$ cat config.mk
export PLATFORM = sky130hd
export DESIGN_NAME = fwd_scoreboard
export DESIGN_NICKNAME = d
export VERILOG_FILES = /design/src/rtl/fwd_scoreboard.sv
export SDC_FILE = /design/constraint.sdc
export NUM_CORES = 1
export LEC_CHECK = 0
export BUFFER_PORTS_ARGS = -buffer_cell sky130_fd_sc_hd__buf_2
export CORE_UTILIZATION = 25
export CTS_BUF_LIST = sky130_fd_sc_hd__clkbuf_4 sky130_fd_sc_hd__clkbuf_8 sky130_fd_sc_hd__clkbuf_16
export DETAILED_ROUTE_END_ITERATION = 16
export GPL_TIMING_DRIVEN = 0
export PLACE_DENSITY_LB_ADDON = 0.3
export SLEW_MARGIN = 20
export SYNTH_ARGS = -nofsm -noshare
export SYNTH_HDL_FRONTEND = slang
export SYNTH_SLANG_ARGS = --single-unit
$ cat constraint.sdc
create_clock -name clk -period 7.5 [get_ports clk]
set_clock_uncertainty 0.2 [all_clocks]
set_input_delay 1.125 -clock clk [delete_from_list [all_inputs] [get_ports clk]]
set_output_delay 1.125 -clock clk [all_outputs]
set_load 0.05 [all_outputs]
$ cat src/rtl/fwd_scoreboard.sv
// fwd_scoreboard: in-order tagged forwarding buffer with stall and retire; FWD_SCOREBOARD_RES_BYPASS_EN forwards a same-cycle result
module fwd_scoreboard #(
  parameter int DATA_W  = 32,
  parameter int REG_AW  = 5,
  parameter int NUM_SRC = 2,
  parameter int DEPTH   = 4,
  parameter int TAG_W   = $clog2(DEPTH)
) (
  input  logic                        clk,
  input  logic                        rst_n,
  input  logic                        issue_valid,
  input  logic [REG_AW-1:0]           issue_rd,
  output logic                        issue_ready,
  output logic [TAG_W-1:0]            issue_tag,
  input  logic                        res_valid,
  input  logic [TAG_W-1:0]            res_tag,
  input  logic [DATA_W-1:0]           res_data,
  input  logic [NUM_SRC*REG_AW-1:0]   src_addr,
  input  logic [NUM_SRC*DATA_W-1:0]   src_ori,
  output logic [NUM_SRC*DATA_W-1:0]   src_out,
  output logic                        stall,
  input  logic                        retire,
  output logic                        retire_valid,
  output logic [REG_AW-1:0]           retire_rd,
  output logic [DATA_W-1:0]           retire_data
);
  localparam int CW = TAG_W + 1;
  logic [DEPTH-1:0]  valid, ready;
  logic [REG_AW-1:0] rd_q [DEPTH];
  logic [DATA_W-1:0] data_q [DEPTH];
  logic [TAG_W-1:0]  head, tail, idx, ft;
  logic [CW-1:0]     count;
  logic              found, issue_acc, ret_acc;
  assign issue_ready = count != CW'(DEPTH);
  assign issue_tag   = tail;
  assign issue_acc   = issue_valid && issue_ready;
  assign ret_acc     = retire && count != '0 && ready[head];
  always_comb begin
    src_out = src_ori;
    stall   = 1'b0;
    found   = 1'b0;
    ft      = '0;
    idx     = '0;
    for (int s = 0; s < NUM_SRC; s++) begin
      found = 1'b0;
      ft    = '0;
      for (int i = 0; i < DEPTH; i++) begin
        idx = head + TAG_W'(i);
        if (valid[idx] && rd_q[idx] == src_addr[s*REG_AW +: REG_AW]) begin
          found = 1'b1;
          ft    = idx;
        end
      end
      if (found && src_addr[s*REG_AW +: REG_AW] != '0) begin
        if (ready[ft]) src_out[s*DATA_W +: DATA_W] = data_q[ft];
`ifdef FWD_SCOREBOARD_RES_BYPASS_EN
        else if (res_valid && res_tag == ft) src_out[s*DATA_W +: DATA_W] = res_data;
`endif
        else stall = 1'b1;
      end
    end
  end
  always_ff @(posedge clk) begin
    if (!rst_n) begin
      valid        <= '0;
      ready        <= '0;
      head         <= '0;
      tail         <= '0;
      count        <= '0;
      retire_valid <= 1'b0;
      retire_rd    <= '0;
      retire_data  <= '0;
      for (int i = 0; i < DEPTH; i++) begin
        rd_q[i]   <= '0;
        data_q[i] <= '0;
      end
    end else begin
      if (issue_acc) begin
        valid[tail]  <= 1'b1;
        ready[tail]  <= 1'b0;
        rd_q[tail]   <= issue_rd;
        data_q[tail] <= '0;
        tail         <= tail + 1'b1;
      end
      if (res_valid && valid[res_tag] && !ready[res_tag]) begin
        ready[res_tag]  <= 1'b1;
        data_q[res_tag] <= res_data;
      end
      if (ret_acc) begin
        valid[head] <= 1'b0;
        head        <= head + 1'b1;
        retire_rd   <= rd_q[head];
        retire_data <= data_q[head];
      end
      retire_valid <= ret_acc;
      count        <= count + CW'(issue_acc) - CW'(ret_acc);
    end
  end
endmodule

==> results.json, run 1 <==
{
  "outcome": "completed",
  "cts_buffers": 24,
  "cts.path.max_buffers": 3,
  "start_kind": "flop",
  "die_h_um": 258,
  "finalSetupViolCount": 0,
  "drive_gt1_share_pct": 36.3,
  "synth_edf_count": 148,
  "vias_per_cell": 5.70,
  "power_frac_clock_pct": 36.3,
  "drv_cap": 0,
  "power.leakage_uw": 0.00745,
  "dp_slack_ns": -0.404,
  "synth_seq_area_share_pct": 33.9,
  "num-nets-final": 1907,
  "min_to": "retire_data[14]$_SDFFE_PN0P_",
  "switching_share_pct": 31.1,
  "design_area_um2": 19900,
  "cp.arrival_ns": 5.99,
  "ys.flop_type": "edfxtp_1",
  "hold_ws_ns": 0.260,
  "grt_pass1_wl_um": 100000,
  "reg2reg_depth": 18,
  "drc": 0,
  "die_w_um": 258,
  "grt_max_degree": 33,
  "cts_tree": "done",
  "clk_pin_slew_ns": 0.07,
  "synth_seq_cells": 203,
  "synth.net_count": 1657,
  "whs_path_depth": 2,
  "vias": 15100,
  "clock-sinks": 203,
  "final_common_cell": "buf_2",
  "hpwl_um": 50700,
  "timing.final.ws_setup_ns": 0.183,
  "synth_cell_types": 79,
  "critPathMaxFanout": 11,
  "synthArstFlopShare_pct": 0,
  "core_um2": 64600,
  "antenna_found_initial": 3,
  "worstMarginPinSlew_ns": 1.11,
  "cp_slowest_cell": "dfxtp_1",
  "cp_top_family": "buffers and inverters",
  "power_density_nw_per_um2": 165,
  "slew_viol_final": 0,
  "h-tree-depth": 1,
  "initial_core_util_pct": 25.3,
  "path_class": "reg2out",
  "grt_pass1_vias": 14600,
  "overflow": 0,
  "seqPwrFrac_pct": 42.6,
  "finalHoldViolCount": 0,
  "drt_pass1_iterations": 7,
  "critPathMaxStageDelay_ns": 0.38,
  "worst-path-buf-inv": 12,
  "critPathCaptureType": "output port",
  "grtUsageTotal_pct": 19.9,
  "port-buffer-count": 213,
  "syn-cell-area_um2": 16400,
  "pin_count": 224,
  "final_core_util_pct": 30.8,
  "max_freq_ghz": 0.137,
  "gp_congestion": 0.891,
  "root_buffer": "clkbuf_16",
  "p_sw_uw": 1020,
  "rsz0062_at_grt": "true",
  "wl_per_cell_um": 25.9,
  "period_share_pct": 97.6,
  "worstPathCellList": "buf_6 -> buf_6 -> buf_6 -> buf_4 -> inv_2 -> buf_2 -> buf_4 -> ha_1 -> buf_4 -> mux4_2 -> xnor2_1 -> and4_2 -> and2_2 -> and2_1 -> clkbuf_4 -> a221oi_1 -> o221a_2 -> o21ai_4 -> buf_12 -> buf_6 -> mux2_4 -> buf_2",
  "slew_headroom_pct": 26.1,
  "p_int_uw": 2260,
  "ys_warn_count": 0,
  "r2r_setup_slack_ns": 3.02,
  "area_growth_pct": 21.7,
  "routed_wirelength_um": 68600,
  "final_cell_mix": "buf_2 (234), and2_1 (153), edfxtp_1 (148), nand2_1 (95), clkbuf_1 (74)",
  "ant_nets": 0,
  "fp.dieArea_um2": 66500,
  "syn_area_per_cell_um2": 10.7,
  "power_uw": 3280,
  "timing.rr.end": "count[2]$_SDFF_PN0_",
  "hold_path.class": "reg2reg",
  "syn-instance-count": 1528,
  "hp-start": "retire_data[14]$_SDFFE_PN0P_",
  "insertion_delay_ns": 0.54,
  "cp_common_cell": "buf_6",
  "required_ns": 6.17,
  "pwr-share-comb_pct": 21.1,
  "insertedDiodeCount": 0,
  "post_dp_cell_area_um2": 18500,
  "timing.rr.start": "head[0]$_SDFFE_PN0P_",
  "period_needed_ns": 7.32,
  "rows": 93,
  "ir_drop_mv": 0.147,
  "drt_iter0_markers": 1631
}
cell type report:
cell class | count | area, µm²
Buffer | 171 | 870
Clock buffer | 35 | 713
Clock inverter | 9 | 80.1
Fill cell | 6632 | 44700
Inverter | 13 | 48.8
Multi-Input combinational cell | 1141 | 10400
Sequential cell | 203 | 5550
Tap cell | 855 | 1070
Timing Repair Buffer | 224 | 1170
layer usage:
| metal | global-route usage (%) | up-vias | part of all wire, % |
|---|---|---|---|
| met5 | 0 | - | 0.034 |
| met4 | 5.85 | 4 | 3.0 |
| met3 | 3.14 | 112 | 8.1 |
| met2 | 32.4 | 824 | 46 |
| met1 | 27.2 | 7503 | 43 |
| li1 | - | 6656 | - |
cell usage after synthesis, types with 29 or more instances:
library cell    n  area share, %
a221oi_1       62            3.3
a21boi_0       37            1.7
o221a_1        59            4.1
a211oi_1       64            2.9
edfxtp_1      148             27
clkbuf_1      114            2.6
o221a_2        68            4.7
nand2_1        95            2.2
and2_1        154            5.9
mux4_2         52            7.2
mux2i_1        50            3.1
buf_2          29           0.89
dfxtp_1        55            6.7
xnor2_1        30            1.6
mux2_2         69            4.7
mux2_1         33            2.3
o22ai_1        64            2.4
mux2_4         29            2.7
o32ai_1        31            1.7
and3_1         72            2.8
kinds of logic after synthesis:
| kind of cell | share of synthesized area [%] |
|---|---|
| AO/OA/AOI/OAI | 24.0 |
| AND/OR/NAND/NOR | 13.8 |
| adder cells (fa/ha/maj) | 0.887 |
| buffers and inverters | 4.95 |
| multiplexers | 19.9 |
| flip-flops | 33.9 |
| XOR/XNOR | 2.62 |
flip-flops by register name, indices dropped and copies added (netlist names), named ones only:
signal        cells
data_q          128
valid             4
retire_data      32
count             3
head              2
rd_q             20
retire_valid      1
issue_tag         2
retire_rd         5
ready             4
worst max-delay path by stage:
stage,startpoint,cells after the start,end
after floorplan,head[0]$_SDFFE_PN0P_,20,src_out[62]
after global placement,head[0]$_SDFFE_PN0P_,20,src_out[31]
after detailed placement,head[0]$_SDFFE_PN0P_,20,src_out[31]
after CTS,head[0]$_SDFFE_PN0P_,22,src_out[48]
after global routing,head[0]$_SDFFE_PN0P_,22,src_out[48]
final,head[0]$_SDFFE_PN0P_,22,src_out[48]
power by group through the flow:
stage | clock network (µW) | registers, µW | logic (µW)
floorplan | 0 | 1390 | 443
global placement | 0 | 1410 | 655
detailed placement | 0 | 1420 | 662
CTS | 1210 | 1390 | 686
global route | 1260 | 1410 | 737
finish | 1190 | 1400 | 693
metrics by stage:
stage / setup TNS [ns] / std cells
after global placement: -9.13 / 2596
final: 0 / 2651
after global routing: -0.308 / 2651
after floorplan: 0 / 1528
after detailed placement: -12.49 / 2597
after CTS: 0 / 2645
tightest hold or removal path: stages, from the launching register on:
cell      delay (ns)
dfxtp_1         0.30
nand2_1         0.04
a21boi_0        0.06
timing repair:
| action | 4_1_cts | 5_1_grt |
|---|---|---|
| setup endpoints to repair | 65 | 64 |
| pin swaps | 3 | 3 |
| resized for setup | 79 | 61 |
| buffers inserted | 4 | 6 |
| hold buffers | 0 | 0 |
No activity file was read; power rests on OpenSTA's default activity.
==> run 2, diff against run 1 <==
--- a/config.mk
+++ b/config.mk
@@ -5,10 +5,10 @@
 export SDC_FILE = /design/constraint.sdc
 export NUM_CORES = 1
 export LEC_CHECK = 0
-export BUFFER_PORTS_ARGS = -buffer_cell sky130_fd_sc_hd__buf_2
 export CORE_UTILIZATION = 25
 export CTS_BUF_LIST = sky130_fd_sc_hd__clkbuf_4 sky130_fd_sc_hd__clkbuf_8 sky130_fd_sc_hd__clkbuf_16
 export DETAILED_ROUTE_END_ITERATION = 16
+export DONT_BUFFER_PORTS = 1
 export GPL_TIMING_DRIVEN = 0
 export PLACE_DENSITY_LB_ADDON = 0.3
 export SLEW_MARGIN = 20
==> results.json, run 2 (same netlist as run 1, synthesis figures left out) <==
{
  "slew_headroom_pct": 31.7,
  "pin_count": 224,
  "r2r_setup_slack_ns": 3.07,
  "rsz0062_at_grt": "false",
  "largest_reg_flops": 128,
  "outcome": "completed",
  "vias": 14100,
  "design_area_um2": 18900,
  "cp.arrival_ns": 5.97,
  "ir_drop_mv": 0.150,
  "drive_gt1_share_pct": 28.8,
  "drt_iter0_markers": 1461,
  "slew_viol_final": 0,
  "root_buffer": "clkbuf_16",
  "drt_pass1_iterations": 5,
  "path_class": "reg2out",
  "cts.path.max_buffers": 3,
  "period_share_pct": 97.3,
  "wl_per_cell_um": 28.2,
  "timing.rr.start": "head[0]$_SDFFE_PN0P_",
  "worstMarginPinSlew_ns": 1.02,
  "gp_congestion": 0.904,
  "critPathMaxFanout": 11,
  "routed_wirelength_um": 68700,
  "finalHoldViolCount": 0,
  "finalSetupViolCount": 0,
  "required_ns": 6.17,
  "drc": 0,
  "rows": 93,
  "timing.final.ws_setup_ns": 0.202,
  "core_um2": 64600,
  "power_uw": 3360,
  "die_w_um": 258,
  "dp_slack_ns": -0.537,
  "grt_max_degree": 33,
  "overflow": 0,
  "grtUsageTotal_pct": 19.9,
  "grt_pass1_vias": 13800,
  "power_density_nw_per_um2": 178,
  "final_core_util_pct": 29.3,
  "num-nets-final": 1692,
  "max_freq_ghz": 0.137,
  "area_growth_pct": 15.5,
  "clock-sinks": 203,
  "post_dp_cell_area_um2": 17400,
  "fp.dieArea_um2": 66500,
  "h-tree-depth": 1,
  "crit_start": "head[0]$_SDFFE_PN0P_",
  "die_h_um": 258,
  "grt_pass1_wl_um": 98700,
  "clk_pin_slew_ns": 0.06,
  "cts_tree": "done",
  "critPathCaptureType": "output port",
  "initial_core_util_pct": 25.3,
  "ant_nets": 0,
  "start_kind": "flop",
  "regMostFlops": "data_q",
  "power.leakage_uw": 0.00660,
  "hpwl_um": 50300,
  "final_common_cell": "and2_1",
  "cts_buffers": 25,
  "port-buffer-count": 0,
  "period_needed_ns": 7.30,
  "final_cell_mix": "and2_1 (153), edfxtp_1 (148), nand2_1 (95), mux2_2 (88), clkbuf_1 (78)",
  "insertion_delay_ns": 0.57,
  "hp-start": "ready[1]$_SDFF_PN0_",
  "vias_per_cell": 5.79,
  "hold_ws_ns": 0.354,
  "reg_top3": "data_q: 128 flops, retire_data: 32 flops, rd_q: 20 flops",
  "hold_path.class": "reg2reg",
  "antenna_found_initial": 0,
  "drv_cap": 0
}
-- run 2: per-layer routing --
metal	wire [µm]	GRT usage [%]	share of wire [%]	vias up
met4	2010	6.02	2.9	0
met5	0	0	0	-
li1	-	-	-	6230
met2	31600	32.1	46	696
met1	29100	26.9	42	7103
met3	6000	3.72	8.7	85
-- run 2: where the power goes --
group	leakage, µW	total [µW]	internal, µW	switching, µW
registers	0.00198	1410	1290	126
logic	0.00418	633	250	383
clock network	0.000433	1320	805	511
-- run 2: repair_timing --
| item | in CTS | in global routing |
|---|---|---|
| setup endpoints to repair | 65 | 64 |
| gates cloned | 0 | 0 |
| pin swaps | 3 | 5 |
| resized for setup | 118 | 32 |
| hold buffers | 0 | 0 |
| buffers inserted | 4 | 3 |
-- run 2: path summary, 6_finish.rpt --
check,end,depth (start not counted)
max,src_out[10],20
min,ready[1]$_SDFF_PN0_,2
max reg2reg,count[2]$_SDFF_PN0_,18
min reg2reg,ready[1]$_SDFF_PN0_,2
-- run 2: layout make-up --
| cell class | instances | area, µm² |
|---|---|---|
| inverters | 13 | 48.8 |
| clock buffers | 35 | 719 |
| plain buffers | 171 | 840 |
| clock inverters | 10 | 155 |
| repair buffers | 8 | 95.1 |
| flip-flops and latches | 203 | 5550 |
| well taps | 855 | 1070 |
| diodes | 1 | 2.50 |
| multi-input cells | 1141 | 10400 |
| fillers | 6709 | 45700 |
-- run 2: critical path, cell delays in order (launching register included) --
cell,delay [ns]
dfxtp_1,0.37
buf_6,0.20
buf_6,0.19
buf_6,0.19
buf_4,0.23
inv_2,0.13
buf_2,0.23
buf_4,0.23
ha_1,0.35
clkbuf_4,0.23
mux4_2,0.38
xor2_1,0.26
nor4_4,0.08
buf_4,0.17
o211ai_2,0.18
buf_2,0.34
buf_1,0.57
o221a_2,0.29
o22ai_1,0.07
mux2i_1,0.36
mux2_4,0.34
-- run 2: per-stage QoR --
stage,instances,TNS [ns]
floorplan,1528,0
global placement,2383,-12.57
detailed placement,2384,-13.33
CTS,2433,0
global route,2436,0
finish,2437,0
